--- src/rtl/fetch_queue_if.sv ---
`default_nettype none
// ----------------------------------------------------------------------------
// fetch_queue_if : redirect, instruction-memory and IF/ID handshake bundle
// Rev 1.0
// ----------------------------------------------------------------------------
interface fetch_queue_if;
  logic        redirect;
  logic [31:0] redirect_pc;
  logic        imem_req_valid;
  logic        imem_req_ready;
  logic [31:0] imem_req_addr;
  logic        imem_rsp_valid;
  logic [31:0] imem_rsp_data;
  logic        fq_valid;
  logic        fq_ready;
  logic [31:0] fq_pc;
  logic [31:0] fq_instruction;

  modport master (
    input  redirect, redirect_pc, imem_req_ready, imem_rsp_valid, imem_rsp_data, fq_ready,
    output imem_req_valid, imem_req_addr, fq_valid, fq_pc, fq_instruction
  );

  modport slave (
    output redirect, redirect_pc, imem_req_ready, imem_rsp_valid, imem_rsp_data, fq_ready,
    input  imem_req_valid, imem_req_addr, fq_valid, fq_pc, fq_instruction
  );
endinterface
`default_nettype wire

--- src/rtl/fetch_queue.sv ---
`default_nettype none
// ----------------------------------------------------------------------------
// fetch_queue : fetch PC owner, imem request issue, PC-tagged instruction FIFO
//               with redirect flush. Macro FETCHQ_BYPASS_EN adds empty-FIFO bypass.
// Rev 1.0
// ----------------------------------------------------------------------------
module fetch_queue #(
  parameter int          DEPTH    = 4,
  parameter logic [31:0] RESET_PC = 32'h0000_0000
) (
  input  logic          clk,
  input  logic          rst,
  fetch_queue_if.master fq_bus
);
  localparam int              c_PW    = (DEPTH > 1) ? $clog2(DEPTH) : 1;
  localparam int              c_CW    = c_PW + 1;
  localparam logic [c_CW-1:0] c_DEPTH = c_CW'(DEPTH);

  logic [31:0]     r_fetch_pc;
  logic [31:0]     r_rsp_pc;
  logic [c_CW-1:0] r_count;
  logic [c_CW-1:0] r_outstanding;
  logic [c_CW-1:0] r_drop;
  logic [c_PW-1:0] r_head;
  logic [c_PW-1:0] r_tail;
  logic [31:0]     r_pc_mem  [DEPTH];
  logic [31:0]     r_ins_mem [DEPTH];

  logic            w_req_valid;
  logic            w_req_fire;
  logic            w_rsp_ok;
  logic            w_rsp_live;
  logic            w_bypass;
  logic            w_fq_valid;
  logic            w_pop;
  logic            w_pop_fifo;
  logic            w_push;
  logic [c_CW-1:0] w_live;
  logic [c_CW:0]   w_commit;
  logic [c_CW-1:0] w_out_next;
  logic [31:0]     w_fq_pc;
  logic [31:0]     w_fq_ins;

  // Live in-flight plus buffered never exceeds DEPTH, so every kept response has a slot.
  assign w_live      = r_outstanding - r_drop;
  assign w_commit    = {1'b0, w_live} + {1'b0, r_count};
  assign w_req_valid = !rst && (r_outstanding < c_DEPTH) && (w_commit < {1'b0, c_DEPTH});
  assign w_req_fire  = w_req_valid && fq_bus.imem_req_ready;
  assign w_rsp_ok    = !rst && fq_bus.imem_rsp_valid && (r_outstanding != '0);
  assign w_rsp_live  = w_rsp_ok && (r_drop == '0) && !fq_bus.redirect;

`ifdef FETCHQ_BYPASS_EN
  assign w_bypass = (r_count == '0) && w_rsp_live;
`else
  assign w_bypass = 1'b0;
`endif

  assign w_fq_valid = !rst && ((r_count != '0) || w_bypass);
  assign w_pop      = w_fq_valid && fq_bus.fq_ready;
  assign w_pop_fifo = w_pop && (r_count != '0) && !fq_bus.redirect;
  assign w_push     = w_rsp_live && !(w_bypass && w_pop);
  assign w_out_next = r_outstanding + c_CW'(w_req_fire) - c_CW'(w_rsp_ok);

  always_comb begin
    w_fq_pc  = '0;
    w_fq_ins = '0;
    if (w_fq_valid) begin
      if (r_count != '0) begin
        w_fq_pc  = r_pc_mem[r_head];
        w_fq_ins = r_ins_mem[r_head];
      end else begin
        w_fq_pc  = r_rsp_pc;
        w_fq_ins = fq_bus.imem_rsp_data;
      end
    end
  end

  assign fq_bus.imem_req_valid = w_req_valid;
  assign fq_bus.imem_req_addr  = rst ? RESET_PC : r_fetch_pc;
  assign fq_bus.fq_valid       = w_fq_valid;
  assign fq_bus.fq_pc          = w_fq_pc;
  assign fq_bus.fq_instruction = w_fq_ins;

  always_ff @(posedge clk) begin
    if (rst) begin
      r_fetch_pc    <= RESET_PC;
      r_rsp_pc      <= RESET_PC;
      r_count       <= '0;
      r_outstanding <= '0;
      r_drop        <= '0;
      r_head        <= '0;
      r_tail        <= '0;
    end else begin
      r_outstanding <= w_out_next;
      if (fq_bus.redirect) begin
        // Everything still in flight, including a request accepted this cycle, is stale.
        r_fetch_pc <= {fq_bus.redirect_pc[31:2], 2'b00};
        r_rsp_pc   <= {fq_bus.redirect_pc[31:2], 2'b00};
        r_drop     <= w_out_next;
        r_count    <= '0;
        r_head     <= '0;
        r_tail     <= '0;
      end else begin
        if (w_req_fire) begin
          r_fetch_pc <= r_fetch_pc + 32'd4;
        end
        if (w_rsp_ok && (r_drop != '0)) begin
          r_drop <= r_drop - 1'b1;
        end
        if (w_rsp_live) begin
          r_rsp_pc <= r_rsp_pc + 32'd4;
        end
        if (w_push) begin
          r_tail <= r_tail + 1'b1;
        end
        if (w_pop_fifo) begin
          r_head <= r_head + 1'b1;
        end
        if (w_push && !w_pop_fifo) begin
          r_count <= r_count + 1'b1;
        end else if (!w_push && w_pop_fifo) begin
          r_count <= r_count - 1'b1;
        end
      end
    end
  end

  always_ff @(posedge clk) begin
    if (w_push) begin
      r_pc_mem[r_tail]  <= r_rsp_pc;
      r_ins_mem[r_tail] <= fq_bus.imem_rsp_data;
    end
  end

  a_fifo_no_overflow: assert property (@(posedge clk) disable iff (rst)
    !(w_push && !w_pop_fifo && (r_count == c_DEPTH)));

  a_rsp_has_request: assert property (@(posedge clk) disable iff (rst)
    !(fq_bus.imem_rsp_valid && (r_outstanding == '0)));

endmodule
`default_nettype wire

--- src/flat_wrapper.sv ---
// flat-port wrapper written by rule: the top's interface ports become plain ports
module fetch_queue_flat 
#(
  parameter int          DEPTH    = 4,
  parameter logic [31:0] RESET_PC = 32'h0000_0000
)
  (clk, rst, fq_bus_redirect, fq_bus_redirect_pc, fq_bus_imem_req_ready, fq_bus_imem_rsp_valid, fq_bus_imem_rsp_data, fq_bus_fq_ready, fq_bus_imem_req_valid, fq_bus_imem_req_addr, fq_bus_fq_valid, fq_bus_fq_pc, fq_bus_fq_instruction);
  fetch_queue_if fq_bus_i ();
  input  logic clk;
  input  logic rst;
  input wire logic [$bits(fq_bus_i.redirect)-1:0] fq_bus_redirect;
  input wire logic [$bits(fq_bus_i.redirect_pc)-1:0] fq_bus_redirect_pc;
  input wire logic [$bits(fq_bus_i.imem_req_ready)-1:0] fq_bus_imem_req_ready;
  input wire logic [$bits(fq_bus_i.imem_rsp_valid)-1:0] fq_bus_imem_rsp_valid;
  input wire logic [$bits(fq_bus_i.imem_rsp_data)-1:0] fq_bus_imem_rsp_data;
  input wire logic [$bits(fq_bus_i.fq_ready)-1:0] fq_bus_fq_ready;
  output wire logic [$bits(fq_bus_i.imem_req_valid)-1:0] fq_bus_imem_req_valid;
  output wire logic [$bits(fq_bus_i.imem_req_addr)-1:0] fq_bus_imem_req_addr;
  output wire logic [$bits(fq_bus_i.fq_valid)-1:0] fq_bus_fq_valid;
  output wire logic [$bits(fq_bus_i.fq_pc)-1:0] fq_bus_fq_pc;
  output wire logic [$bits(fq_bus_i.fq_instruction)-1:0] fq_bus_fq_instruction;
  assign fq_bus_i.redirect = fq_bus_redirect;
  assign fq_bus_i.redirect_pc = fq_bus_redirect_pc;
  assign fq_bus_i.imem_req_ready = fq_bus_imem_req_ready;
  assign fq_bus_i.imem_rsp_valid = fq_bus_imem_rsp_valid;
  assign fq_bus_i.imem_rsp_data = fq_bus_imem_rsp_data;
  assign fq_bus_i.fq_ready = fq_bus_fq_ready;
  assign fq_bus_imem_req_valid = fq_bus_i.imem_req_valid;
  assign fq_bus_imem_req_addr = fq_bus_i.imem_req_addr;
  assign fq_bus_fq_valid = fq_bus_i.fq_valid;
  assign fq_bus_fq_pc = fq_bus_i.fq_pc;
  assign fq_bus_fq_instruction = fq_bus_i.fq_instruction;
  fetch_queue #(.DEPTH(DEPTH), .RESET_PC(RESET_PC)) u_core (.clk(clk), .rst(rst), .fq_bus(fq_bus_i));
endmodule
--- config.mk ---
export PLATFORM = sky130hd
export DESIGN_NAME = fetch_queue_flat
export DESIGN_NICKNAME = d
export VERILOG_FILES = /design/src/rtl/fetch_queue_if.sv /design/src/rtl/fetch_queue.sv /design/src/flat_wrapper.sv
export SDC_FILE = /design/constraint.sdc
export NUM_CORES = 1
export LEC_CHECK = 0
export ABC_AREA = 1
export CAP_MARGIN = 20
export CORE_MARGIN = 2
export CORE_UTILIZATION = 50
export CTS_CLUSTER_DIAMETER = 40
export DETAILED_ROUTE_END_ITERATION = 8
export GPL_TIMING_DRIVEN = 0
export PLACE_DENSITY_LB_ADDON = 0.05
export SYNTH_ARGS = -nofsm -noshare
export SYNTH_HDL_FRONTEND = slang
export SYNTH_SLANG_ARGS = --single-unit
--- constraint.sdc ---
create_clock -name clk -period 3.8 [get_ports clk]
set_input_delay 0.38 -clock clk [delete_from_list [all_inputs] [get_ports clk]]
set_output_delay 0.38 -clock clk [all_outputs]
set_load 0.02 [all_outputs]
* Word-level counts from Yosys, hierarchy flattened
Memory sizes are Yosys's and may differ from the RTL's. A register that Yosys moved wholly into a read port is not among the register bits.
Index checks and enable logic that the tools add are counted.
** Storage, ports and cells
- Input port bits :: 70
- Flip-flop bits (word level) :: 77
- Memories :: 2
- RAM bits :: 256
- Output and inout port bits :: 98
** Memories
- u_core.r_ins_mem :: words 4, width 32, rd ports 1, clocked after memory_dff 1, write ports 1, RTL line fetch_queue.sv:27 : logic [31:0] r_ins_mem [DEPTH];
- u_core.r_pc_mem :: words 4, width 32, rd ports 1, clocked after memory_dff 1, write ports 1, RTL line fetch_queue.sv:26 : logic [31:0] r_pc_mem [DEPTH];
** Cells by class
- $add $sub $neg :: 11
- Reductions and logical operators :: 27
- Order comparisons :: 2
- Muxes and demuxes :: 19
** Operators with widths (count)
- $mux W32 :: 9
- $add A32 B3 Y32 const B :: 2
- $logic_and A1 B1 Y1 :: 14
- $mux W3 :: 4
- $reduce_bool A3 Y1 :: 3
- $mux W2 :: 4
- $reduce_bool A2 Y1 :: 4
- $sub A3 B1 Y3 const B :: 2
- $add A2 B1 Y2 const B :: 2
- $add A3 B3 Y4 :: 1
- $logic_not A1 Y1 :: 4
- $lt A4 B3 Y1 const B :: 1
- $add A3 B1 Y3 :: 1
- $add A3 B1 Y3 const B :: 1
- $logic_not A3 Y1 :: 1
- $lt A3 B3 Y1 const B :: 1
- $sub A3 B1 Y3 :: 1
- $sub A3 B3 Y3 :: 1
- $mux W1 :: 2
- $reduce_or A2 Y1 :: 1

* Depth between registers and ports, before layout
- Word-level depth :: 9
- Gate-level depth with buffers :: 21

* Worst setup path after synthesis
OpenSTA, ideal clock, no wires.
- Path kind :: input to register
- From :: in rst
- To :: mem u_core.r_ins_mem[0][0] (enable)
- Arrival :: 3.619 ns
- Stages on the path :: 6
- Slack :: -0.301 ns
- Buffers on the path :: 1
- Setup time :: 0.482 ns
- Data required time :: 3.318 ns
- Cells stage by stage :: buf_6 -> nor2_4 -> nand4_4 -> nor2_4 -> inv_1 -> nor2_1
** On the way
- Longest elaborated chain between the ends :: 7
** Ends and longest elaborated chain
- start, declared :: RTL line flat_wrapper.sv:10 : input logic rst;
- $logic_not A1 Y1 :: RTL line fetch_queue.sv:49 : assign w_rsp_ok = !rst && fq_bus.imem_rsp_valid && (r_outstanding != '0);
- $logic_and A1 B1 Y1 (2 in a row) :: RTL line fetch_queue.sv:49
- $logic_and A1 B1 Y1 (2 in a row) :: RTL line fetch_queue.sv:50 : assign w_rsp_live = w_rsp_ok && (r_drop == '0) && !fq_bus.redirect;
- $mux W1 :: RTL line fetch_queue.sv:129 : if (w_push) begin
- $mux W1 (not written as such) :: RTL line fetch_queue.sv:131 : r_ins_mem[r_tail] <= fq_bus.imem_rsp_data;
- end, declared :: RTL line fetch_queue.sv:27
No other way between the ends.

* Final worst setup path
- From :: reg u_core.r_outstanding[0]
- To :: reg u_core.r_drop[2]
** On the way
- Longest elaborated chain between the ends :: 8
- Elaborated cells on any way between the ends :: 14
- Classes of those cells :: add/sub: 4; order compare: 2; mux: 1; reduce/logical: 7
** Ends and longest elaborated chain
- start, declared :: RTL line fetch_queue.sv:22 : logic [c_CW-1:0] r_outstanding;
- start signal, assigned :: RTL line fetch_queue.sv:94 : r_outstanding <= w_out_next;
- $sub A3 B3 Y3 :: RTL line fetch_queue.sv:45 : assign w_live = r_outstanding - r_drop;
- $add A3 B3 Y4 :: RTL line fetch_queue.sv:46 : assign w_commit = {1'b0, w_live} + {1'b0, r_count};
- $lt A4 B3 Y1 :: RTL line fetch_queue.sv:47 : assign w_req_valid = !rst && (r_outstanding < c_DEPTH) && (w_commit < {1'b0, c_DEPTH});
- $logic_and A1 B1 Y1 :: RTL line fetch_queue.sv:47
- $logic_and A1 B1 Y1 :: RTL line fetch_queue.sv:48 : assign w_req_fire = w_req_valid && fq_bus.imem_req_ready;
- $add A3 B1 Y3 :: RTL line fetch_queue.sv:62 : assign w_out_next = r_outstanding + c_CW'(w_req_fire) - c_CW'(w_rsp_ok);
- $sub A3 B1 Y3 :: RTL line fetch_queue.sv:62
- $mux W3 :: RTL line fetch_queue.sv:95 : if (fq_bus.redirect) begin
- end signal, assigned :: RTL line fetch_queue.sv:99 : r_drop <= w_out_next;
- end signal, assigned :: RTL line fetch_queue.sv:108 : r_drop <= r_drop - 1'b1;
- end, declared :: RTL line fetch_queue.sv:23 : logic [c_CW-1:0] r_drop;
Several ways; a longest one is shown, not always the timed one.
A chain may end at the register's enable or synchronous reset.

==> run metrics <==
outcome complete, no violations; die area between 30,000 and 40,000 um^2; Placeable Area between 20,000 and 30,000 um^2; placed insts 2,166; Hold Crit Depth 4; # DRC 0; Max IR drop VDD between 0.2 and 0.3 mV; Max Clk Rate 289 MHz; Synth-to-Final Area Change 25.3%; clock root cell clkbuf_16; Total Routing Usage GR 0.259; Mean Syn Cell Area 9.25 um^2; fillers 2,409; R2R Setup Slk between 0.3 and 0.4 ns; non-filler cells, final 2,243; TritonCTS buffer count 42; TritonCTS clock tree yes; yosys warns 0; crit path time final ~3.5 ns; RR Startpoint u_core.r_outstanding[0]$_SDFF_PP0_; fraction of registers with async set/reset 0; NetSw 2.25 mW; DIE WIDTH 176 um; gr ovfl total 0; # clock sinks 323; crit path kind reg2reg; nets 1,911; cell taking the most area after synthesis edfxtp_1; Synth top cells by count 383 x nor2_1, 248 x edfxtp_1, 231 x nand2_1, 171 x o21ai_0, 117 x inv_1; HP Class in2reg; final core utilization 0.633; Final Max Slew Viols 0; Overall Power 8.97 mW; Setup Skew about 0.021 ns; share of layout cells above drive strength 1 0.0799; Sw Share 0.251; initial antenna violation count 0; post-cts hold buffer count 0; ys flop type edfxtp_1; max_slew headroom 0.490; vias in the first global route 11,500; final setup fails 0; critical path arrival roughly 3.9 ns; DRT Wirelength 40,300 um; drt pass-1 iters 6; Pleak 6.69 nW; Seq pwr share 0.450; port buffer count 160; Clk Latency, worst-skew pair 0.53 ns; Starting Density 0.505; Cell Area, Synth 14,800 um^2; antenna-violating nets left 0; RSZ-0062 raised after global routing false; CP max FO 10; Synth Instances 1,605; final worst path period share 0.912; DR vias 12,000; Power Internal roughly 6.7 mW; Post-DP HPWL 27,700 um; first-pass GRT wire length 61,700 um; combinational power share 0.107; sequential fraction of the synthesis area 0.603; WHS 0.298 ns; design area 18,600 um^2; register bit count reported by yosys 323; Setup crit end kind flop; wire length per cell 17.9 um; # diodes 0; crit start category flop; Worst R2R End u_core.r_drop[2]$_SDFFE_PP0P_; Max Cap Violations 0; Clk pin slew, worst setup/hold paths 0.06 ns; dpl ws between 0.2 and 0.25 ns; # IOs 168; DP Area 17,200 um^2; post-synthesis cell type count 37; hold endpoint u_core.r_rsp_pc[16]$_SDFFE_PP0P_; Die H 176 um; DRT iter0 DRCs 980; drt via density approximately 5.3; maximum root-to-sink buffer count 3; Final Hold Fails 0; hold path startpoint rst; area fraction of the dominant cell type after synthesis 0.502; htree depth 2; setup TNS 0 ns; WP data required 4.27 ns; Area contributors post-synth edfxtp_1 50%, dfxtp_1 10%, nor2_1 9.7%; most numerous cell in the Yosys netlist nor2_1; number of enable flip-flop cells after synthesis 248; power share of the clock group 0.444; # rows 63; worst slew pin tran 0.763 ns; R2R depth 21; largest net degree at the start of global routing 28; Final WS setup 0.334 ns; Power Density slightly below 500 nW/um^2; GPL Wtd Cong 0.916
[placed cells by master (no fill, tap or decap), types with 6 or more instances in the layout]
cell type and count:
inv_6 6, edfxtp_1 248, nand3_1 79, buf_2 15
xor2_1 17, buf_4 12, clkdlybuf4s50_1 160, o21ai_0 171
clkbuf_16 42, nor2_1 378, nand2_1 231, inv_1 117
nor2_2 8, a31oi_1 13, clkbuf_1 58, nand4_1 12
a21oi_1 109, dfxtp_1 75, ha_1 14, inv_2 6
nor2_4 15
[timing repair]
action                     CTS  global route
resized for setup            0             2
setup endpoints to repair    0             1
setup buffers                0             4
[worst max path at each step]
stage	start	end	slack, ns	depth (start not counted)
2_1_floorplan	rst	u_core.r_ins_mem[0][0]$_DFFE_PP_	-0.30	6
3_3_place_gp	fq_bus_imem_rsp_valid	u_core.r_ins_mem[1][28]$_DFFE_PP_	-2.92	7
3_5_place_dp	u_core.r_outstanding[0]$_SDFF_PP0_	u_core.r_drop[2]$_SDFFE_PP0P_	0.22	21
4_1_cts	u_core.r_outstanding[0]$_SDFF_PP0_	u_core.r_drop[2]$_SDFFE_PP0P_	0.19	21
5_1_grt	u_core.r_outstanding[0]$_SDFF_PP0_	u_core.r_drop[2]$_SDFFE_PP0P_	0.03	21
6_report	u_core.r_outstanding[0]$_SDFF_PP0_	u_core.r_drop[2]$_SDFFE_PP0P_	0.33	21
[critical path, cell delays in order (launching register included)]
cell	delay (ns)
dfxtp_1	0.30
inv_1	0.10
ha_1	0.15
inv_1	0.04
fa_1	0.37
xnor2_1	0.18
xor2_1	0.17
ha_1	0.24
nor2_1	0.11
inv_1	0.06
nor2_2	0.15
nand3_4	0.16
inv_4	0.12
buf_6	0.16
ha_1	0.18
fa_1	0.18
xor2_1	0.17
xor2_1	0.22
nand2_1	0.08
o211ai_1	0.11
nand2_1	0.07
inv_1	0.05
[cell type report]
cell class / instances / area (um^2) / share of cell area
clock buffers: 49 / 1080 / 0.0579
plain buffers: 77 / 360 / 0.0194
well taps: 390 / 488 / 0.0262
inverters: 124 / 468 / 0.0252
clock inverters: 24 / 334 / 0.0180
repair buffers: 172 / 1810 / 0.0975
flip-flops and latches: 323 / 8950 / 0.481
multi-input cells: 1084 / 5110 / 0.275
[power groups by stage]
stage | clock, mW | sequential (mW) | combinational (mW)
2_1_floorplan | 0 | 4.07 | 0.570
3_3_place_gp | 0 | 4.11 | 0.882
3_5_place_dp | 0 | 4.10 | 0.910
4_1_cts | 4.02 | 4.03 | 0.920
5_1_grt | 4.16 | 4.05 | 1.05
6_report | 3.98 | 4.03 | 0.955
[logic make-up after synthesis]
| group | share of synthesized area |
|---|---|
| simple gates | 0.210 |
| xor+xnor | 0.0106 |
| flops | 0.603 |
| buf+inv | 0.0556 |
| other cells | 0.000253 |
| compound gates | 0.104 |
| fa+ha+maj | 0.0158 |
[state kept, by name, indices dropped and copies added, names as in the netlist, named ones only]
register	flops
u_core.r_count	3
u_core.r_drop	3
u_core.r_tail	2
u_core.r_head	2
u_core.r_pc_mem	120
u_core.r_outstanding	3
u_core.r_ins_mem	128
u_core.r_rsp_pc	30
u_core.r_fetch_pc	30
[metal layers]
layer,global-route usage,share of wire,vias to the layer above
met5,0,0,-
met4,0.115,0.043,0
met3,0.0373,0.061,111
met2,0.445,0.48,431
met1,0.325,0.41,5598
li1,-,-,5816
Power figures use the tool's default switching activity.
